`src/rtl/fft8_sample_loader_pkg.sv`:
```
// Shared constants and slot-placement helper for the 8-point real FFT front end.
// Sample k of a frame occupies the 32-bit field whose MSB is slotMsb(k).
package fft8_sample_loader_pkg;

  localparam int FFT_N  = 8;
  localparam int FLT_W  = 32;
  localparam int VEC_W  = FFT_N * FLT_W;
  localparam int SLOT_W = $clog2(FFT_N);

  localparam logic [SLOT_W-1:0] LAST_SLOT = SLOT_W'(FFT_N - 1);

  // Sample 0 lands in the top field, sample 7 in the bottom one.
  function automatic int slotMsb(input int k);
    return VEC_W - 1 - FLT_W * k;
  endfunction

endpackage

```
`src/rtl/fft8_sample_loader_frame_bank.sv`:
```
// One 8x32 frame bank: single-slot write port, full 256-bit packed read.
// Register-based so the whole frame is visible to the combinational FFT at once.
module fft8_frame_bank
  import fft8_sample_loader_pkg::*;
(
  input  logic              clk,
  input  logic              rst_n,
  input  logic              wrEn,
  input  logic [SLOT_W-1:0] wrSlot,
  input  logic [FLT_W-1:0]  wrData,
  output logic [VEC_W-1:0]  rdVector
);

  logic [FLT_W-1:0] mem [FFT_N];

  always_ff @(posedge clk or negedge rst_n) begin
    if (!rst_n) begin
      for (int i = 0; i < FFT_N; i++) begin
        mem[i] <= '0;
      end
    end else if (wrEn) begin
      mem[wrSlot] <= wrData;
    end
  end

  for (genvar gi = 0; gi < FFT_N; gi++) begin : gSlot
    assign rdVector[slotMsb(gi) -: FLT_W] = mem[gi];
  end

endmodule

```
`src/rtl/fft8_sample_loader.sv`:
```
// Ping-pong loader: packs a serial float32 stream into 8-sample frames for the FFT,
// flags framing errors (early or missing s_last) and counts them with saturation.
module fft8_sample_loader
  import fft8_sample_loader_pkg::*;
#(
  parameter int DATA_W   = 32,
  parameter int NPTS     = 8,
  parameter int ERRCNT_W = 8
) (
  input  logic                   clk,
  input  logic                   rst_n,
  input  logic                   flush,
  input  logic [DATA_W-1:0]      s_data,
  input  logic                   s_valid,
  input  logic                   s_last,
  output logic                   s_ready,
  output logic [NPTS*DATA_W-1:0] frame_vector,
  output logic                   frame_valid,
  input  logic                   frame_ready,
  output logic                   frame_err,
  output logic [ERRCNT_W-1:0]    err_cnt
);

  logic              wrSelReg, wrSelNext;
  logic              rdSelReg, rdSelNext;
  logic [SLOT_W-1:0] idxReg, idxNext;
  logic [1:0]        fullReg, fullNext;
  logic              errPulseReg, errPulseNext;
  logic [ERRCNT_W-1:0] errCntReg, errCntNext;

  logic accept, handoff, lastSlot, earlyLast, missingLast, bankWrite;
  logic [1:0]            bankWe;
  logic [1:0][VEC_W-1:0] bankVec;

  assign s_ready      = !fullReg[wrSelReg];
  assign frame_valid  = fullReg[rdSelReg];
  assign frame_vector = bankVec[rdSelReg];
  assign frame_err    = errPulseReg;
  assign err_cnt      = errCntReg;

  assign accept      = s_valid && s_ready;
  assign handoff     = frame_valid && frame_ready;
  assign lastSlot    = (idxReg == LAST_SLOT);
  assign earlyLast   = accept && s_last && !lastSlot;
  assign missingLast = accept && !s_last && lastSlot;
  // The sample carrying an early s_last is dropped along with its partial frame.
  assign bankWrite   = accept && !earlyLast && !flush;

  for (genvar gi = 0; gi < 2; gi++) begin : gBank
    assign bankWe[gi] = bankWrite && (wrSelReg == 1'(gi));

    fft8_frame_bank uBank (
      .clk      (clk),
      .rst_n    (rst_n),
      .wrEn     (bankWe[gi]),
      .wrSlot   (idxReg),
      .wrData   (s_data),
      .rdVector (bankVec[gi])
    );
  end

  always_ff @(posedge clk or negedge rst_n) begin
    if (!rst_n) begin
      wrSelReg    <= 1'b0;
      rdSelReg    <= 1'b0;
      idxReg      <= '0;
      fullReg     <= '0;
      errPulseReg <= 1'b0;
      errCntReg   <= '0;
    end else begin
      wrSelReg    <= wrSelNext;
      rdSelReg    <= rdSelNext;
      idxReg      <= idxNext;
      fullReg     <= fullNext;
      errPulseReg <= errPulseNext;
      errCntReg   <= errCntNext;
    end
  end

  always_comb begin
    wrSelNext    = wrSelReg;
    rdSelNext    = rdSelReg;
    idxNext      = idxReg;
    fullNext     = fullReg;
    errPulseNext = 1'b0;
    errCntNext   = errCntReg;
    if (flush) begin
      wrSelNext = 1'b0;
      rdSelNext = 1'b0;
      idxNext   = '0;
      fullNext  = '0;
    end else begin
      // Handoff and completion can coincide; they always hit different banks.
      if (handoff) begin
        fullNext[rdSelReg] = 1'b0;
        rdSelNext          = !rdSelReg;
      end
      if (earlyLast) begin
        idxNext = '0;
      end else if (accept) begin
        if (lastSlot) begin
          fullNext[wrSelReg] = 1'b1;
          wrSelNext          = !wrSelReg;
          idxNext            = '0;
        end else begin
          idxNext = idxReg + SLOT_W'(1);
        end
      end
      if (earlyLast || missingLast) begin
        errPulseNext = 1'b1;
        if (errCntReg != '1) begin
          errCntNext = errCntReg + ERRCNT_W'(1);
        end
      end
    end
  end

endmodule
```
`config.mk`:
```
export PLATFORM = sky130hd
export DESIGN_NAME = fft8_sample_loader
export DESIGN_NICKNAME = d
export VERILOG_FILES = /design/src/rtl/fft8_sample_loader_pkg.sv /design/src/rtl/fft8_sample_loader_frame_bank.sv /design/src/rtl/fft8_sample_loader.sv
export SDC_FILE = /design/constraint.sdc
export NUM_CORES = 1
export LEC_CHECK = 0
export BUFFER_PORTS_ARGS = -buffer_cell sky130_fd_sc_hd__clkbuf_2
export CAP_MARGIN = 20
export CELL_PAD_IN_SITES_DETAIL_PLACEMENT = 1
export CELL_PAD_IN_SITES_GLOBAL_PLACEMENT = 2
export CORE_ASPECT_RATIO = 1.75
export CORE_MARGIN = 2
export CORE_UTILIZATION = 40
export CTS_BUF_LIST = sky130_fd_sc_hd__clkbuf_2 sky130_fd_sc_hd__clkbuf_4 sky130_fd_sc_hd__clkbuf_8
export DETAILED_ROUTE_END_ITERATION = 10
export HOLD_SLACK_MARGIN = 0.12
export PLACE_DENSITY = 0.77
export RECOVER_POWER = 50
export SYNTH_ARGS = -nofsm -noshare
export SYNTH_HDL_FRONTEND = slang
export SYNTH_HIERARCHICAL = 1
export SYNTH_SLANG_ARGS = --single-unit
```
`constraint.sdc`:
```
create_clock -name clk -period 3.15 [get_ports clk]
set_input_delay 0.63 -clock clk [delete_from_list [all_inputs] [get_ports clk]]
set_output_delay 0.63 -clock clk [all_outputs]
set_load 0.01 [all_outputs]
```
==> impl_metrics.json, run 1 <==
{
  "post-cts-setup-buffers": 0,
  "synth_area_leaders": "dfrtp_1, mux2_2, mux2_1",
  "finalCritPeriodShare_pct": 96.42,
  "netlist_area_um2": 23080,
  "antenna_found_initial": 3,
  "synth-edff-count": 0,
  "syn_nets": 1504,
  "n_fill_cell": 5809,
  "final_area_um2": 27340,
  "grt_pass1_vias": 15605,
  "worstMarginPinSlew_ns": 1.355,
  "start_util_pct": 40.36,
  "mostFrequentLayoutCells": "mux2_2, dfrtp_1, clkbuf_2, clkbuf_8, clkbuf_4",
  "max_cap_viol_count": 0,
  "synth_top_area_share_pct": 57.24,
  "avgViaCountPerCell": 5.213,
  "cp.arrival_ns": 2.41,
  "rsz0062_at_grt": "no",
  "drive_above_1_share_pct": 66.22,
  "synth-async-reset-ratio_pct": 100.0,
  "dpl-instance-area_um2": 25770,
  "yosysTopAreaCell": "dfrtp_1",
  "postSynthCellCount": 1463,
  "slew_violations": 0,
  "grt.overflow.total": 0,
  "met2_usage_pct": 39.62,
  "setup_violations": 0,
  "wirelength_um": 64060,
  "yosys_warnings": 6,
  "rows": 116,
  "syn_area_per_cell_um2": 15.78,
  "ys_ff_latch": 528,
  "drt_pass1_iterations": 4,
  "cts_buffers": 83,
  "area_delta_synth_final_pct": 18.45,
  "drc": 0,
  "worstSkewPairLatency_ns": 0.68,
  "clk_path_buf_depth": 3,
  "die_area_um2": 59720,
  "final_nets": 1867,
  "max_freq_mhz": 329.3,
  "crit_fanout": 24,
  "crit_required_ns": 2.52,
  "relSlewSlack_pct": 9.657,
  "cts_hold_buf": 1,
  "yosysSeqAreaShare_pct": 57.24,
  "cp-start-kind": "register",
  "critPathCaptureType": "output port",
  "power_per_cell_area_nw_per_um2": 531.4,
  "clk_pin_slew_ns": 0.07,
  "root_buffer": "clkbuf_8",
  "die_w_um": 185.6,
  "grtUsageMet3_pct": 5.337,
  "ir_drop_mv": 0.3403,
  "dpl.hpwl_um": 43670,
  "use_met1_pct": 25.35,
  "grt_pass1_wl_um": 97850,
  "htreeDepth": 3,
  "hp-class": "primary input to register",
  "wire_per_inst_um": 24.14,
  "synthDistinctLibCells": 34,
  "place_congestion": 0.7419,
  "final-hold-violation-count": 0,
  "grt_max_degree": 86,
  "die_h_um": 321.8,
  "final_antenna_net_count": 0,
  "finalSetupTns_ns": 0,
  "cts.repair.resized": 0,
  "vias": 13835,
  "outcome": "complete, no violations",
  "core_um2": 57180,
  "fin_worst_skew_ns": 0.03703,
  "mostFrequentLayoutCell": "mux2_2",
  "cts_tree": "done",
  "p_leak_nw": 14.17,
  "cts.sinks": 528,
  "grt_usage_pct": 22.08,
  "period_needed_ns": 3.037,
  "pin_count": 305,
  "path_class": "register to output port",
  "grt-busiest-layer": "met2",
  "io_buffers": 304,
  "synth_ff_type": "dfrtp_1",
  "initialDrtViolationCount": 450
}
==> power by group <==
| group | total [W] | internal (W) | switching [W] |
|---|---|---|---|
| combinational | 0.00133 | 0.000566 | 0.000764 |
| sequential | 0.00719 | 0.00704 | 0.000147 |
| clock | 0.00601 | 0.00329 | 0.00272 |
==> worst paths after layout <==
kind,from,end,slack (ns),depth (start not counted)
setup reg to reg,wrSelReg,gBank[0].uBank/rdVector[21],0.24,7
hold / removal,frame_ready,rdSelReg,0.18,2
hold reg to reg,gBank[1].uBank/rdVector[116],gBank[1].uBank/rdVector[116],0.48,1
min in group asynchronous,rst_n,gBank[1].uBank/rdVector[54],0.79,2
max in group asynchronous,rst_n,gBank[1].uBank/rdVector[206],0.35,4
setup / recovery,rdSelReg,frame_vector[109],0.11,3
==> state kept, by name, summed over array words and instances, names as in the netlist <==
signal / count
frame_err: 1
wrSelReg: 1
idxReg: 3
fullReg: 2
rdSelReg: 1
gBank.uBank/rdVector: 512
err_cnt: 8
==> cells by family (layout without fill, tap and decap cells) <==
| kind of cell | after synthesis | after routing | synth area share [%] |
|---|---|---|---|
| xor+xnor | 6 | 6 | 0.2277 |
| compound gates | 11 | 11 | 0.2765 |
| fa+ha+maj | 3 | 3 | 0.1626 |
| buf+inv | 93 | 516 | 2.602 |
| mux | 772 | 772 | 37.73 |
| other cells | 0 | 1 | 0 |
| simple gates | 50 | 50 | 1.762 |
| flops | 528 | 528 | 57.24 |
==> stage by stage <==
step	total power, W	cells	worst slack (ns)	utilization, %	hold slack [ns]
CTS	0.01483	2653	0.01587	48.10	0.1228
global route	0.01521	2654	0.005669	47.81	0.1688
detailed placement	0.008713	2507	0.3159	45.07	0.4754
finish	0.01453	2654	0.1129	47.81	0.1816
global placement	0.008662	2507	0.3699	45.07	0.4633
floorplan	0.007912	1463	0.7154	-	0.3344
==> synthesized netlist by cell type (2+ instances only) <==
master,instances
xor2_1,4
nor4b_4,3
nor4bb_1,7
a21oi_1,8
nand2b_1,3
nand2_1,8
ha_1,3
nand4_1,5
clkbuf_1,11
nor2_1,4
mux2_1,33
nand4b_1,7
dfrtp_1,528
buf_6,24
mux2_2,737
buf_2,57
xnor2_1,2
nand3_1,3
==> critical path, cell delays in order, from the launching register on <==
cell and delay, ns:
dfrtp_4 0.75, buf_4 0.37, mux2_2 0.44, clkbuf_2 0.15
==> layout make-up <==
class / count / area [um2] / area share, %
repair buffers: 370 / 2110 / 7.716
clock buffers: 133 / 1630 / 5.963
diodes: 1 / 2.502 / 0.009152
clock inverters: 12 / 96.34 / 0.3524
multi-input cells: 842 / 9323 / 34.10
inverters: 1 / 3.754 / 0.01373
well taps: 767 / 959.7 / 3.510
flip-flops and latches: 528 / 13220 / 48.34
==> metal layers <==
layer / vias up / wire [um]
met4: 4 / 1926
met3: 100 / 3366
li1: 6022 / -
met1: 7376 / 24670
met2: 333 / 34060
met5: - / 27
Power figures use the tool's default switching activity.
==> run 2, diff against run 1 <==
Settings changed: SLEW_MARGIN from default to 20, SYNTH_HIERARCHICAL 1 to default.
==> impl_metrics.json, run 2 <==
{
  "dpl-instance-area_um2": 25670,
  "htreeDepth": 3,
  "root_buffer": "clkbuf_8",
  "critPathCaptureType": "output port",
  "relSlewSlack_pct": 8.413,
  "outcome": "complete, no violations",
  "synthTopCellsByCount": "mux2_2, dfrtp_1, clkbuf_1",
  "cts.repair.resized": 0,
  "synth_top_area_share_pct": 57.32,
  "drive_above_1_share_pct": 66.58,
  "core_um2": 57040,
  "start_util_pct": 40.41,
  "avgViaCountPerCell": 5.171,
  "synth-async-reset-ratio_pct": 100.0,
  "final-hold-violation-count": 0,
  "postSynthCellCount": 1497,
  "synth-edff-count": 0,
  "rsz0062_at_grt": "no",
  "grt_pass1_vias": 15432,
  "crit_fanout": 29,
  "period_needed_ns": 3.008,
  "clockPowerShare_pct": 40.2,
  "internal_power_w": 0.01074,
  "crit_required_ns": 2.52,
  "pin_count": 305,
  "max_cap_viol_count": 0,
  "ir_drop_mv": 0.4407,
  "max_freq_mhz": 332.4,
  "synthMuxAreaShare_pct": 38.15,
  "worstSkewPairLatency_ns": 0.64,
  "synth-adder-area-share_pct": 0.1628,
  "p_leak_nw": 14.06,
  "setup_violations": 0,
  "netlist_area_um2": 23050,
  "post-cts-setup-buffers": 0,
  "grt_max_degree": 82,
  "path_class": "register to output port",
  "syn_area_per_cell_um2": 15.40,
  "ys_ff_latch": 528,
  "io_buffers": 304,
  "p_sw_share_pct": 24.90,
  "mostFrequentLayoutCells": "mux2_2, dfrtp_1, clkbuf_2, clkbuf_8, buf_4",
  "synth_top_family_by_area": "multiplexers",
  "clk_pin_slew_ns": 0.06,
  "largest_reg_flops": 512,
  "slew_violations": 0,
  "final_area_um2": 27170,
  "hp-class": "primary input to register",
  "cp-start-kind": "register",
  "die_area_um2": 59640,
  "die_w_um": 185.5,
  "synthDistinctLibCells": 33,
  "synth_most_common_cell": "mux2_2",
  "synth_compound_area_share_pct": 0.2551,
  "die_h_um": 321.6,
  "grt_pass1_wl_um": 94820,
  "wirelength_um": 62390,
  "drc": 0,
  "yosysTopAreaCell": "dfrtp_1",
  "rows": 116,
  "synth_area_leaders": "dfrtp_1, mux2_2, mux2_4",
  "cts_tree": "done",
  "fin_hold_ws_ns": 0.2868,
  "cp.arrival_ns": 2.38,
  "final_antenna_net_count": 0,
  "seqPwrFrac_pct": 50.5,
  "worstMarginPinSlew_ns": 1.374,
  "cts.sinks": 528,
  "initialDrtViolationCount": 553,
  "synth_ff_type": "dfrtp_1",
  "power_switching_w": 0.003560,
  "finalSetupTns_ns": 0,
  "clk_path_buf_depth": 3,
  "vias": 13673,
  "power_frac_comb_pct": 9.3,
  "grt_usage_pct": 21.32,
  "drt_pass1_iterations": 4,
  "fin_worst_skew_ns": 0.01606,
  "yosys_warnings": 0,
  "cts_hold_buf": 1,
  "grt.overflow.total": 0,
  "place_congestion": 0.7424,
  "antenna_found_initial": 2,
  "mostFrequentLayoutCell": "mux2_2",
  "wire_per_inst_um": 23.60,
  "dpl.hpwl_um": 42540,
  "final_nets": 1865,
  "power_per_cell_area_nw_per_um2": 526.4,
  "yosysSeqAreaShare_pct": 57.32,
  "area_delta_synth_final_pct": 17.85,
  "cts_buffers": 80,
  "synth-simple-area-share_pct": 1.466,
  "finalCritPeriodShare_pct": 95.51,
  "synth_xor_area_share_pct": 0.2660,
  "syn_nets": 1538
}
run 2: cell types whose count changed in the layout (fill, tap and decap cells not counted), sizes merged, moves of 3 or more:
| cell | previous run | this run |
|---|---|---|
| nand2 | 9 | 12 |
| inv | 5 | 2 |
| nand3b | 0 | 4 |
| nor2 | 4 | 17 |
| nand3 | 3 | 8 |
| clkbuf | 455 | 440 |
| clkinv | 5 | 11 |
| nor4b | 4 | 1 |
| nand4b | 8 | 1 |
| nor4bb | 7 | 0 |
| buf | 47 | 37 |
run 2: cell type report:
cell class              instances  area, um2
clock inverters                15      85.08
repair buffers                359       1997
multi-input cells             853       9360
fillers                      5759      29870
flip-flops and latches        528      13220
inverters                       2      7.507
diodes                          1      2.502
clock buffers                 119       1538
well taps                     767      959.7
run 2: routing by layer:
metal | GRT usage, % | share of wire, % | vias to the layer above
li1 | - | - | 5978
met1 | 23.83 | 38 | 7269
met2 | 39.27 | 54 | 315
met3 | 4.432 | 4.8 | 109
met4 | 7.954 | 3.2 | 2
met5 | 0 | 0.021 | -
run 2: logic make-up (layout without fill, tap and decap cells):
group / Yosys count / after routing
mux: 771 / 771
flops: 528 / 528
buf+inv: 116 / 495
simple gates: 62 / 62
compound gates: 10 / 10
xor+xnor: 7 / 7
fa+ha+maj: 3 / 3
other cells: 0 / 1
run 2: worst paths after layout:
check	to	cells past startpoint	from	slack [ns]
max reg2reg	gBank[1].uBank.rdVector[250]	5	idxReg[1]	0.19
min	rdSelReg	3	frame_ready	0.29
min reg2reg	gBank[1].uBank.rdVector[22]	1	gBank[1].uBank.rdVector[22]	0.49
max	frame_vector[160]	4	rdSelReg	0.14
min in group asynchronous	gBank[0].uBank.rdVector[149]	2	rst_n	0.83
max in group asynchronous	gBank[0].uBank.rdVector[204]	3	rst_n	0.43
run 2: stage by stage:
| stage | total power, W | cells | setup WS, ns | util (%) |
|---|---|---|---|---|
| 2_1_floorplan | 0.007986 | 1497 | 0.9469 | - |
| 3_3_place_gp | 0.008669 | 2508 | 0.4893 | 45.01 |
| 3_5_place_dp | 0.008728 | 2508 | 0.4238 | 45.01 |
| 4_1_cts | 0.01459 | 2643 | 0.04968 | 47.87 |
| 5_1_grt | 0.01496 | 2644 | 0.001921 | 47.63 |
| 6_report | 0.01430 | 2644 | 0.1416 | 47.63 |
run 2: power by group through the flow:
stage | logic, W | clock network [W] | registers [W]
floorplan | 0.000681 | 0 | 0.00730
global placement | 0.00135 | 0 | 0.00732
detailed placement | 0.00138 | 0 | 0.00735
CTS | 0.00139 | 0.00598 | 0.00722
global route | 0.00144 | 0.00626 | 0.00726
finish | 0.00133 | 0.00575 | 0.00722
run 2: critical path, stage by stage, from the launching register on:
cell and delay [ns]:
dfrtp_4 0.58, buf_12 0.25, buf_4 0.34, mux2_2 0.40
clkbuf_2 0.14
